===== src/rtl/nettlp_eth_rx_parser_if.sv =====
// MAC RX beat stream in, PCIe TX FIFO write port out (slave = parser side).
// The stream has no ready; the FIFO side offers only a prog_full hint.
`timescale 1ns/1ps
interface nettlp_eth_rx_parser_if;
  logic        eth_rx_tvalid;
  logic [63:0] eth_rx_tdata;
  logic [7:0]  eth_rx_tkeep;
  logic        eth_rx_tlast;
  logic        eth_rx_tuser;
  logic        fifo_prog_full;
  logic        fifo_wr_en;
  logic [78:0] fifo_din;

  modport slave (
    input  eth_rx_tvalid, eth_rx_tdata, eth_rx_tkeep, eth_rx_tlast, eth_rx_tuser,
    input  fifo_prog_full,
    output fifo_wr_en, fifo_din
  );

  modport master (
    output eth_rx_tvalid, eth_rx_tdata, eth_rx_tkeep, eth_rx_tlast, eth_rx_tuser,
    output fifo_prog_full,
    input  fifo_wr_en, fifo_din
  );
endinterface


===== src/rtl/nettlp_eth_rx_parser.sv =====
// NetTLP RX decapsulator: checks the 48-byte Eth/IPv4/UDP/NetTLP header and forwards TLP qwords.
// FIFO write lands 1 cycle after its input beat; no backpressure, frames are dropped on prog_full.
`timescale 1ns/1ps
module nettlp_eth_rx_parser #(
  parameter logic [31:0] LOCAL_IP        = 32'hC0A80A01,
  parameter logic [3:0]  PORT_CPL_NIBBLE = 4'h3,
  parameter logic [3:0]  PORT_MR_NIBBLE  = 4'h4
) (
  input  logic                         clk156,
  input  logic                         sys_rst,
  nettlp_eth_rx_parser_if.slave        bus,
  output logic                         tlp_is_cpl,
  output logic [15:0]                  tlp_seq,
  output logic [31:0]                  tlp_tstamp,
  output logic [31:0]                  cnt_rx_ok,
  output logic [31:0]                  cnt_drop_filter,
  output logic [31:0]                  cnt_drop_full,
  output logic [31:0]                  cnt_runt
);

  typedef enum logic [1:0] {SYNC, HDR, PAYLOAD, DROP} state_t;

  state_t      state, state_nxt;
  logic [2:0]  qcnt;
  logic [15:0] h_proto;
  logic [3:0]  ip_version;
  logic [3:0]  ip_ihl;
  logic [7:0]  ip_protocol;
  logic [15:0] daddr0;
  logic [15:0] daddr1;
  logic [3:0]  dest_nibble;
  logic        hdr_ok;
  logic        take_payload;
  logic        inc_ok, inc_filter, inc_full, inc_runt;
  logic        vld, last;

  assign vld  = bus.eth_rx_tvalid;
  assign last = bus.eth_rx_tlast;

  // Fields from qwords 1..4 are already latched when qword 5 is on the bus.
  assign hdr_ok = (h_proto == 16'h0800) && (ip_version == 4'd4) && (ip_ihl == 4'd5) &&
                  (ip_protocol == 8'd17) && ({daddr0, daddr1} == LOCAL_IP) &&
                  ((dest_nibble == PORT_CPL_NIBBLE) || (dest_nibble == PORT_MR_NIBBLE));

  always_ff @(posedge clk156) begin
    if (sys_rst) state <= SYNC;
    else         state <= state_nxt;
  end

  always_comb begin
    state_nxt    = state;
    take_payload = 1'b0;
    inc_ok       = 1'b0;
    inc_filter   = 1'b0;
    inc_full     = 1'b0;
    inc_runt     = 1'b0;
    case (state)
      // An idle cycle or a tlast beat marks a frame boundary.
      SYNC: if (!vld || last) state_nxt = HDR;
      HDR: begin
        if (vld) begin
          if (last) begin
            inc_runt = 1'b1;
          end else if (qcnt == 3'd5) begin
            if (!hdr_ok) begin
              state_nxt  = DROP;
              inc_filter = 1'b1;
            end else if (bus.fifo_prog_full) begin
              state_nxt = DROP;
              inc_full  = 1'b1;
            end else begin
              state_nxt    = PAYLOAD;
              take_payload = 1'b1;
            end
          end
        end
      end
      PAYLOAD: begin
        if (vld && last) begin
          state_nxt = HDR;
          inc_ok    = 1'b1;
        end
      end
      DROP:    if (vld && last) state_nxt = HDR;
      default: state_nxt = SYNC;
    endcase
  end

  always_ff @(posedge clk156) begin
    if (sys_rst) begin
      qcnt            <= 3'd0;
      h_proto         <= 16'd0;
      ip_version      <= 4'd0;
      ip_ihl          <= 4'd0;
      ip_protocol     <= 8'd0;
      daddr0          <= 16'd0;
      daddr1          <= 16'd0;
      dest_nibble     <= 4'd0;
      tlp_is_cpl      <= 1'b0;
      tlp_seq         <= 16'd0;
      tlp_tstamp      <= 32'd0;
      cnt_rx_ok       <= 32'd0;
      cnt_drop_filter <= 32'd0;
      cnt_drop_full   <= 32'd0;
      cnt_runt        <= 32'd0;
      bus.fifo_wr_en  <= 1'b0;
      bus.fifo_din    <= 79'd0;
    end else begin
      if (state == HDR && vld) begin
        qcnt <= (last || qcnt == 3'd5) ? 3'd0 : qcnt + 3'd1;
        case (qcnt)
          3'd1: begin
            h_proto    <= bus.eth_rx_tdata[31:16];
            ip_version <= bus.eth_rx_tdata[15:12];
            ip_ihl     <= bus.eth_rx_tdata[11:8];
          end
          3'd2: ip_protocol <= bus.eth_rx_tdata[7:0];
          3'd3: daddr0 <= bus.eth_rx_tdata[15:0];
          3'd4: begin
            daddr1      <= bus.eth_rx_tdata[63:48];
            dest_nibble <= bus.eth_rx_tdata[31:28];
          end
          default: ;
        endcase
      end else if (state != HDR) begin
        qcnt <= 3'd0;
      end

      if (take_payload) begin
        tlp_is_cpl <= (dest_nibble == PORT_CPL_NIBBLE);
        tlp_seq    <= bus.eth_rx_tdata[47:32];
        tlp_tstamp <= bus.eth_rx_tdata[31:0];
      end

      if (inc_ok)     cnt_rx_ok       <= cnt_rx_ok + 32'd1;
      if (inc_filter) cnt_drop_filter <= cnt_drop_filter + 32'd1;
      if (inc_full)   cnt_drop_full   <= cnt_drop_full + 32'd1;
      if (inc_runt)   cnt_runt        <= cnt_runt + 32'd1;

      // Dword swap turns wire order into the PCIe core's little-endian dword order.
      bus.fifo_wr_en <= (state == PAYLOAD) && vld;
      if (state == PAYLOAD && vld) begin
        bus.fifo_din <= {1'b1, 1'b1, last,
                         bus.eth_rx_tkeep[3:0], bus.eth_rx_tkeep[7:4],
                         bus.eth_rx_tdata[31:0], bus.eth_rx_tdata[63:32],
                         last & bus.eth_rx_tuser, 3'b000};
      end
    end
  end

endmodule

===== src/flat_wrapper.sv =====
// flat-port wrapper written by rule: the top's interface ports become plain ports
module nettlp_eth_rx_parser_flat 
#(
  parameter logic [31:0] LOCAL_IP        = 32'hC0A80A01,
  parameter logic [3:0]  PORT_CPL_NIBBLE = 4'h3,
  parameter logic [3:0]  PORT_MR_NIBBLE  = 4'h4
)
  (clk156, sys_rst, tlp_is_cpl, tlp_seq, tlp_tstamp, cnt_rx_ok, cnt_drop_filter, cnt_drop_full, cnt_runt, bus_eth_rx_tvalid, bus_eth_rx_tdata, bus_eth_rx_tkeep, bus_eth_rx_tlast, bus_eth_rx_tuser, bus_fifo_prog_full, bus_fifo_wr_en, bus_fifo_din);
  nettlp_eth_rx_parser_if bus_i ();
  input  logic clk156;
  input  logic sys_rst;
  output logic tlp_is_cpl;
  output logic [15:0] tlp_seq;
  output logic [31:0] tlp_tstamp;
  output logic [31:0] cnt_rx_ok;
  output logic [31:0] cnt_drop_filter;
  output logic [31:0] cnt_drop_full;
  output logic [31:0] cnt_runt;
  input wire logic [$bits(bus_i.eth_rx_tvalid)-1:0] bus_eth_rx_tvalid;
  input wire logic [$bits(bus_i.eth_rx_tdata)-1:0] bus_eth_rx_tdata;
  input wire logic [$bits(bus_i.eth_rx_tkeep)-1:0] bus_eth_rx_tkeep;
  input wire logic [$bits(bus_i.eth_rx_tlast)-1:0] bus_eth_rx_tlast;
  input wire logic [$bits(bus_i.eth_rx_tuser)-1:0] bus_eth_rx_tuser;
  input wire logic [$bits(bus_i.fifo_prog_full)-1:0] bus_fifo_prog_full;
  output wire logic [$bits(bus_i.fifo_wr_en)-1:0] bus_fifo_wr_en;
  output wire logic [$bits(bus_i.fifo_din)-1:0] bus_fifo_din;
  assign bus_i.eth_rx_tvalid = bus_eth_rx_tvalid;
  assign bus_i.eth_rx_tdata = bus_eth_rx_tdata;
  assign bus_i.eth_rx_tkeep = bus_eth_rx_tkeep;
  assign bus_i.eth_rx_tlast = bus_eth_rx_tlast;
  assign bus_i.eth_rx_tuser = bus_eth_rx_tuser;
  assign bus_i.fifo_prog_full = bus_fifo_prog_full;
  assign bus_fifo_wr_en = bus_i.fifo_wr_en;
  assign bus_fifo_din = bus_i.fifo_din;
  nettlp_eth_rx_parser #(.LOCAL_IP(LOCAL_IP), .PORT_CPL_NIBBLE(PORT_CPL_NIBBLE), .PORT_MR_NIBBLE(PORT_MR_NIBBLE)) u_core (.clk156(clk156), .sys_rst(sys_rst), .bus(bus_i), .tlp_is_cpl(tlp_is_cpl), .tlp_seq(tlp_seq), .tlp_tstamp(tlp_tstamp), .cnt_rx_ok(cnt_rx_ok), .cnt_drop_filter(cnt_drop_filter), .cnt_drop_full(cnt_drop_full), .cnt_runt(cnt_runt));
endmodule

===== config.mk =====
export PLATFORM = sky130hd
export DESIGN_NAME = nettlp_eth_rx_parser_flat
export DESIGN_NICKNAME = d
export VERILOG_FILES = /design/src/rtl/nettlp_eth_rx_parser_if.sv /design/src/rtl/nettlp_eth_rx_parser.sv /design/src/flat_wrapper.sv
export SDC_FILE = /design/constraint.sdc
export NUM_CORES = 1
export LEC_CHECK = 0
export CORE_ASPECT_RATIO = 1.25
export CORE_MARGIN = 8
export CORE_UTILIZATION = 54
export DETAILED_ROUTE_END_ITERATION = 8
export HOLD_SLACK_MARGIN = 0.08
export PLACE_DENSITY = 0.94
export SETUP_SLACK_MARGIN = 0.3
export SLEW_MARGIN = 10
export SYNTH_ARGS = -nofsm -noshare
export SYNTH_HDL_FRONTEND = slang
export SYNTH_SLANG_ARGS = --single-unit

===== constraint.sdc =====
create_clock -name clk156 -period 3.6 [get_ports clk156]
set_input_delay 0.36 -clock clk156 [delete_from_list [all_inputs] [get_ports clk156]]
set_output_delay 0.36 -clock clk156 [all_outputs]
set_load 0.01 [all_outputs]

==> out/results.txt <==
Post-CTS resize count: 0
Startpoint Class: flop
Post-synth EDFFs: 0
Fin crit period: 2.96 ns
Max VDD drop: 0.000393 V
TritonCTS sink count: 326
Hold-fix buffers at CTS: 0
Layout area overhead: 32.6%
Critical path type: reg -> reg
Vias in the first global route: 13800
Initial antenna violation count: 2
Fin crit share: 0.822
Worst clock skew: 0.0168 ns
Switching share of power: 0.211
# port buffers: 331
Slew margin rel.: 0.374
Final ANT Viol Nets: 0
Detailed Route Iter0 Violations: 1266
Most common cell in the netlist: dfxtp_1
Share of cells above drive strength 1: 0.0733
Core ar.: 0.0258 mm2
Syn_area_per_cell: 8.06 um2
Clock power frac: 0.481
Setup-failing EPs final: 0
Pwr Total: 7.41 mW
# IOs: 335
Mapped Cells: 1735
Max frequency: 338 MHz
Total Wirelength: 46100 um
Net Switching: 1.57 mW
Worst-path maximum fanout: 53
Bufs on Longest Clock Path: 3
CTS root buf: clkbuf_16
Slew @ Worst Pin: 0.932 ns
Min-Delay Path Depth: 2
Fill count: 1799
CP Data Required Time: 4.04 ns
Area contributors post-synth: dfxtp_1 (47%), nand2_1 (8.7%), a21oi_1 (8.4%), mux2_2 (4.5%), nand3_1 (3.7%)
Main combinational cell family by area after synthesis: simple AND/OR/NAND/NOR gates
R2r endpoint: u_core.cnt_drop_full[7]$_SDFFE_PP0P_
Compound-gate portion of the synthesized area: 0.124
Synth top area share: 0.467
WL/cell: 19.5 um
Post-route DRC: 0
Largest net degree at the start of global routing: 128
Launching point of the worst reg2reg path: u_core.dest_nibble[2]$_SDFFE_PP0P_
CTS tree: built
Post-route cell area: 0.0185 mm2
Placed cell areas: 0.0174 mm2
Clk Latency, worst-skew pair: 0.56 ns
Sequential share of power: 0.487
H-tree Lvls: 1
First-pass GRT wire length: 72400 um
Post-synth top area cell: dfxtp_1
Top FF cell, synth: dfxtp_1
Min-Delay Path Class: in -> reg
All-Layer GR Usage: 0.277
Synthesized area: 0.0140 mm2
Final Non-Filler Cells: 2361
FF+latch count, synth: 326
Final nets: 2081
DRT Pass-1 Iters: 5
Crit path DAT: 3.40 ns
Unique masters post-synth: 49
Post-synthesis adder-cell area fraction: 0.00806
Post-Place Cells: 2301
Worst reg-to-reg setup slack: 0.64 ns
Cell area power density: 400 mW/mm2
Internal: 5.85 mW
Die width: 160 um
Register area share after synthesis: 0.467
Postcts setup bufs: 0
Placer congestion estimate: 0.905
Num CTS Buffers: 31
GR Overflow Total: 0
Clock Pin Slew Worst Setup and Hold Paths: 0.07 ns
Asr flop ratio synth: 0
HPWL after DPL: 32000 um
Die area: 0.0313 mm2
Endpoints failing hold: 0
Crit. End Element: flop
Synth Area in Simple Gates: 0.280
Hold EP: u_core.bus.fifo_din[16]$_SDFFE_PP0P_
Logic gate share of total power: 0.032
Row count: 66
DR vias/cell: 5.92
Reg2Reg Depth: 5
Synth cell count leaders: dfxtp_1 (326), nand2_1 (325), a21oi_1 (234)
Max Cap Viol: 0
Lkg Pwr: 6.10 nW
Hold path start: sys_rst
Final setup TNS: 0 ns
Mux contribution to synthesized area: 0.0505
Warnings, synthesis: 0
Initial core utilization: 0.543
DR vias: 14000
Status: completed
RSZ-0062 raised after global routing: false
Slew Limit Fails: 0
Die Ht: 196 um
Post-synthesis xor/xnor area fraction: 0.0257
state kept, by name, indices dropped and copies added, names as in the netlist:
signal and flops:
u_core.ip_version 4, u_core.cnt_drop_full 32, u_core.state 2, u_core.dest_nibble 4, u_core.cnt_rx_ok 32, u_core.cnt_runt 32, u_core.tlp_tstamp 32, u_core.daddr1 16
u_core.h_proto 16, u_core.ip_protocol 8, u_core.bus.fifo_wr_en 1, u_core.ip_ihl 4, u_core.qcnt 3, u_core.bus.fifo_din 75, u_core.daddr0 16, u_core.tlp_seq 16
u_core.tlp_is_cpl 1, u_core.cnt_drop_filter 32
worst max-delay path, stage by stage, from the launching register on:
cell and delay [ns]:
dfxtp_1 0.39, or3b_4 0.43, a2111oi_4 0.49, nand3_4 0.61, nor4_1 0.53, mux2_2 0.38
through the flow:
step / hold slack (ns) / util / setup WS (ns)
final: 0.312 / 0.720 / 0.640
after global routing: 0.337 / 0.720 / 0.378
after CTS: 0.310 / 0.719 / 0.656
after detailed placement: 0.447 / 0.676 / 0.557
after global placement: 0.438 / 0.676 / 0.636
after floorplan: 0.431 / - / 1.30
metal layers:
| layer | track usage | share of wire |
|---|---|---|
| met5 | 0 | 0 |
| met1 | 0.302 | 0.36 |
| met4 | 0.154 | 0.056 |
| met2 | 0.488 | 0.50 |
| met3 | 0.0663 | 0.084 |
power by group through the flow:
stage	sequential [mW]	clock (mW)	combinational [mW]
global route	3.61	3.76	0.252
global placement	3.69	0	0.227
CTS	3.61	3.59	0.233
detailed placement	3.69	0	0.232
finish	3.61	3.56	0.237
floorplan	3.69	0	0.0923
how the worst max path moves through the flow:
stage	slack, ns	endpoint	from	cells past startpoint
2_1_floorplan	1.30	u_core.cnt_drop_full[29]$_SDFFE_PP0P_	u_core.dest_nibble[2]$_SDFFE_PP0P_	7
3_3_place_gp	0.64	u_core.cnt_runt[31]$_SDFFE_PP0P_	bus_eth_rx_tlast	7
3_5_place_dp	0.56	u_core.cnt_runt[31]$_SDFFE_PP0P_	bus_eth_rx_tlast	7
4_1_cts	0.66	u_core.tlp_tstamp[14]$_SDFFE_PP0P_	u_core.dest_nibble[2]$_SDFFE_PP0P_	6
5_1_grt	0.38	u_core.cnt_drop_filter[31]$_SDFFE_PP0P_	u_core.cnt_drop_filter[3]$_SDFFE_PP0P_	5
6_report	0.64	u_core.cnt_drop_full[7]$_SDFFE_PP0P_	u_core.dest_nibble[2]$_SDFFE_PP0P_	5
cell families (layout without fill, tap and decap cells):
group / Yosys count / after routing
adders and majority gates: 9 / 9
xor gates and xnor gates: 41 / 41
and+or+nand+nor: 813 / 813
AOI/OAI and AO/OA: 328 / 328
buffers and inverters: 154 / 436
muxes: 63 / 63
other: 1 / 5
DFF: 326 / 326
area by class of cell:
cell class	instances	area, um2	share of cell area
well taps	340	425	0.0229
diodes	2	5.00	0.000270
flip-flops and latches	326	6530	0.352
inverters	25	93.8	0.00506
repair buffers	353	3530	0.191
clock inverters	17	250	0.0135
multi-input cells	1257	6830	0.369
clock buffers	41	873	0.0471
placed cells by master (no fill, tap or decap), types with 44 or more instances in the layout:
master | netlist | routed
clkdlybuf4s50_1 | 0 | 330
dfxtp_1 | 326 | 326
nand2_1 | 325 | 325
a21oi_1 | 234 | 234
nor2_1 | 127 | 127
nand3_1 | 104 | 103
o21ai_0 | 71 | 71
nor2b_1 | 56 | 56
mux2_2 | 56 | 56
nand4_1 | 44 | 44
Power figures use the tool's default switching activity.
==> patch 1, RTL diff (same settings) <==
The 4 states of `state_t` get a one-hot encoding in 4 bits.
--- a/src/rtl/nettlp_eth_rx_parser.sv
+++ b/src/rtl/nettlp_eth_rx_parser.sv
@@ -18,7 +18,7 @@
   output logic [31:0]                  cnt_runt
 );
 
-  typedef enum logic [1:0] {SYNC, HDR, PAYLOAD, DROP} state_t;
+  typedef enum logic [3:0] {SYNC = 4'b0001, HDR = 4'b0010, PAYLOAD = 4'b0100, DROP = 4'b1000} state_t;
 
   state_t      state, state_nxt;
   logic [2:0]  qcnt;
Function: same outputs for any inputs over 4 cycles, from zero or initial values and one cycle with sys_rst high; so few cycles prove little.
==> patch 1 against the original RTL <==
- sequential cell count rose by 2
- design area rose by 3.1%
- total power fell by 1.3%
- count of clock-buffer cells in the layout rose by 7
- setup slack improved by 10 ps
- wire length fell by 5.1%
- critical path type unchanged
- first-iteration DRC count fell by 14%
- worst hold slack improved by 91 ps
- largest power group unchanged
- synthesized area rose by 4.4%
- non-clock buffer count fell by 1
==> patch 1: results (changes against the original RTL) <==
metric;value;unit;change
net switching power figure;1.59;mW;+1.8%
count of multi-input combinational gates;1289;;+2.5%
antenna violations before repair;0;;-2
number of inserted diodes;0;;-2
Critical Path End;u_core.cnt_drop_full[31]$_SDFFE_PP0P_;;
met1 WL;16200;um;-3.0%
overall routing resource usage;0.257;;-0.0196
average wire per cell in the routed design;18.3;um;-6.5%
first-pass GRT wire length;69300;um;-4.2%
DP Wirelength;30700;um;-4.0%
post-DR vias/cell;5.77;;-2.5%
met1 routing resource usage after global routing;0.281;;-0.0203
non-clock buffer count in the final layout;352;;-0.28%
worst flop-to-flop path endpoint;u_core.cnt_drop_full[31]$_SDFFE_PP0P_;;
area fraction in compound gates after synthesis;0.0952;;-0.0284
fraction of the yosys area taken by sequential cells;0.450;;-0.0168
met2 Track Usage GR;0.455;;-0.0333
share of layout cells above drive strength 1;0.0634;;-0.00995
routability congestion estimate;0.890;;-1.6%
Synth cell types;56;;+14%
TritonCTS Sinks;328;;+0.61%
Worst-Margin Slew;1050;ps;+117 ps
final clock skew;19.9;ps;+3.06 ps
combined flip-flop and latch cell area;6570;sq um;+0.61%
minimum hold slack;404;ps;+91.3 ps
vias in the first global route;13893;;+0.61%
Die Wd;163;um;+1.9%
net count of the finished layout;2118;;+1.8%
maximum vdd ir drop;0.404;mV;+2.8%
DRT Pass-1 Iters;7;;+2
drt initial violations;1088;;-14%
outcome;finished clean;;
clock latency on the worst-skew pair;520;ps;-40 ps
pin count of the biggest net entering global routing;171;;+34%
XOR/XNOR share of the synthesized area;0.0228;;-0.00288
routing usage on met3;0.0546;;-0.0117
Clock buffer cells;48;;+17%
share of synthesized cell area in full adder, half adder and majority cells;0.00772;;-0.000337
H-tree lvl count;2;;+1
data arrival time of the critical path;3340;ps;-60 ps
Leakage;6.35;nW;+4.1%
combinational power;0.271;mW;+14%
met2 WL;21600;um;-5.5%
crit path max-delay cell type;nor4_1;;
wire length on met3;3360;um;-14%
share of synthesized area spent on multiplexers;0.0775;;+0.0270
Clock buffers and inverters, area share;0.0557;;-0.00486
-- patch 1: changes by cell type in the layout (fill, tap and decap cells not counted), moves of 10 or more --
cell / change
a21oi_1: -37
mux2_1: +10
mux2_2: -14
mux2i_1: +47
nand2_1: -20
nand2b_1: +101
nand3_1: -30
o21ai_0: -59
o31ai_1: +12
or3_1: -13
or4_1: +16
-- patch 1: through the flow --
| step | util | setup slack, ps | total power [mW] | instances |
|---|---|---|---|---|
| after floorplan | - | 1030 | 3.85 | 1761 |
| after global placement | 0.675 | 778 | 3.98 | 2340 |
| after detailed placement | 0.675 | 682 | 3.99 | 2340 |
| after CTS | 0.715 | 692 | 7.36 | 2397 |
| after global routing | 0.715 | 481 | 7.52 | 2397 |
| final | 0.715 | 650 | 7.31 | 2397 |
-- patch 1: tightest hold or removal path, delay by kind of cell --
family	cells	cell delay, ps
compound gates	1	50
buf+inv	1	400
simple gates	1	60
==> patch 2, RTL diff (same settings) <==
Made on the original files. `LOCAL_IP` is set to 32'hC0A80A01 in 2 places; all go to 32'h60540500.
--- a/src/rtl/nettlp_eth_rx_parser.sv
+++ b/src/rtl/nettlp_eth_rx_parser.sv
@@ -2,7 +2,7 @@
 // FIFO write lands 1 cycle after its input beat; no backpressure, frames are dropped on prog_full.
 `timescale 1ns/1ps
 module nettlp_eth_rx_parser #(
-  parameter logic [31:0] LOCAL_IP        = 32'hC0A80A01,
+  parameter logic [31:0] LOCAL_IP        = 32'h60540500,
   parameter logic [3:0]  PORT_CPL_NIBBLE = 4'h3,
   parameter logic [3:0]  PORT_MR_NIBBLE  = 4'h4
 ) (
--- a/src/flat_wrapper.sv
+++ b/src/flat_wrapper.sv
@@ -1,7 +1,7 @@
 // flat-port wrapper written by rule: the top's interface ports become plain ports
 module nettlp_eth_rx_parser_flat 
 #(
-  parameter logic [31:0] LOCAL_IP        = 32'hC0A80A01,
+  parameter logic [31:0] LOCAL_IP        = 32'h60540500,
   parameter logic [3:0]  PORT_CPL_NIBBLE = 4'h3,
   parameter logic [3:0]  PORT_MR_NIBBLE  = 4'h4
 )
Behaviour: not the same (a bounded check fails within 10 cycles, from zero or initial values and one cycle with sys_rst high).
==> patch 2 against the original RTL <==
- count of clock-buffer cells in the layout is 3 lower
- via count about the same
- sequential power barely moved
- global-route usage is 0.68 points lower
- setup slack improved by 150 ps
- synthesized area grew 0.16%
- design area shrank 0.13%
- sequential cell count did not move
- critical endpoint is now u_core.cnt_drop_full[30]$_SDFFE_PP0P_
- wire length is 1.7% lower
- critical path type unchanged
- utilization is 0.097 points lower
- total power decreased by 3.5%
- worst hold slack lost 13 ps
- clock skew up 7.6 ps
==> patch 2: results (changes against the original RTL) <==
metric;value;unit;change
worst flop-to-flop path endpoint;u_core.cnt_drop_full[30]$_SDFFE_PP0P_;;
highest fanout seen on the critical path;29;;-45%
share of synthesized area spent on multiplexers;0.0487;;-0.00178
end-of-flow core utilization;0.719;;-0.000971
DRT Pass-1 Iters;6;;+1
non-clock buffer count in the final layout;349;;-1.1%
met1 WL;16800;um;about the same
routability congestion estimate;0.961;;+6.2%
fraction of the yosys area taken by sequential cells;0.466;;-0.000751
setup slack of the most critical reg-to-reg path;790;ps;+150 ps
vias in the first global route;13687;;-0.88%
number of inserted diodes;1;;-1
Post-synth top cells;326 x dfxtp_1, 318 x nand2_1, 217 x a21oi_1, 148 x nor2_1, 105 x clkbuf_1;;
fill cell count;1833;;+1.9%
XOR/XNOR share of the synthesized area;0.0344;;+0.00872
Area after DPL;17500;sq um;+0.45%
Clock buffers and inverters, area share;0.0553;;-0.00532
vias post-DR;13971;;+0.029%
outcome;finished clean;;
area fraction in compound gates after synthesis;0.115;;-0.00842
achievable frequency;0.356;GHz;+5.3%
DP Wirelength;31500;um;-1.6%
Clock buffer cells;38;;-7.3%
antenna violations before repair;1;;-1
final clock skew;24.4;ps;+7.60 ps
maximum vdd ir drop;0.438;mV;+11%
net count of the finished layout;2075;;-0.29%
cell count after synthesis;1729;;-0.35%
non-clk buf share;0.190;;-0.000689
## patch 2: worst min path at each step
| stage | to | slack [ps] |
|---|---|---|
| after floorplan | u_core.daddr0[13]$_SDFFE_PP0P_ | 430 |
| after global placement | u_core.daddr0[4]$_SDFFE_PP0P_ | 440 |
| after detailed placement | u_core.bus.fifo_din[61]$_SDFFE_PP0P_ | 450 |
| after CTS | u_core.bus.fifo_din[45]$_SDFFE_PP0P_ | 270 |
| after global routing | u_core.bus.fifo_din[15]$_SDFFE_PP0P_ | 300 |
| final | u_core.bus.fifo_din[45]$_SDFFE_PP0P_ | 300 |
## patch 2: power breakdown
group,switching (mW),leakage [nW],internal (mW)
registers,0.00376,2.62,3.61
logic,0.142,2.92,0.0978
clock network,1.42,0.508,1.88
## patch 2: worst max-delay path, stage by stage, from the launching register on
cell and delay, ps:
dfxtp_1 310, nor4b_1 410, nand4_1 350, or3_2 780, nor4_1 440, mux2_2 380
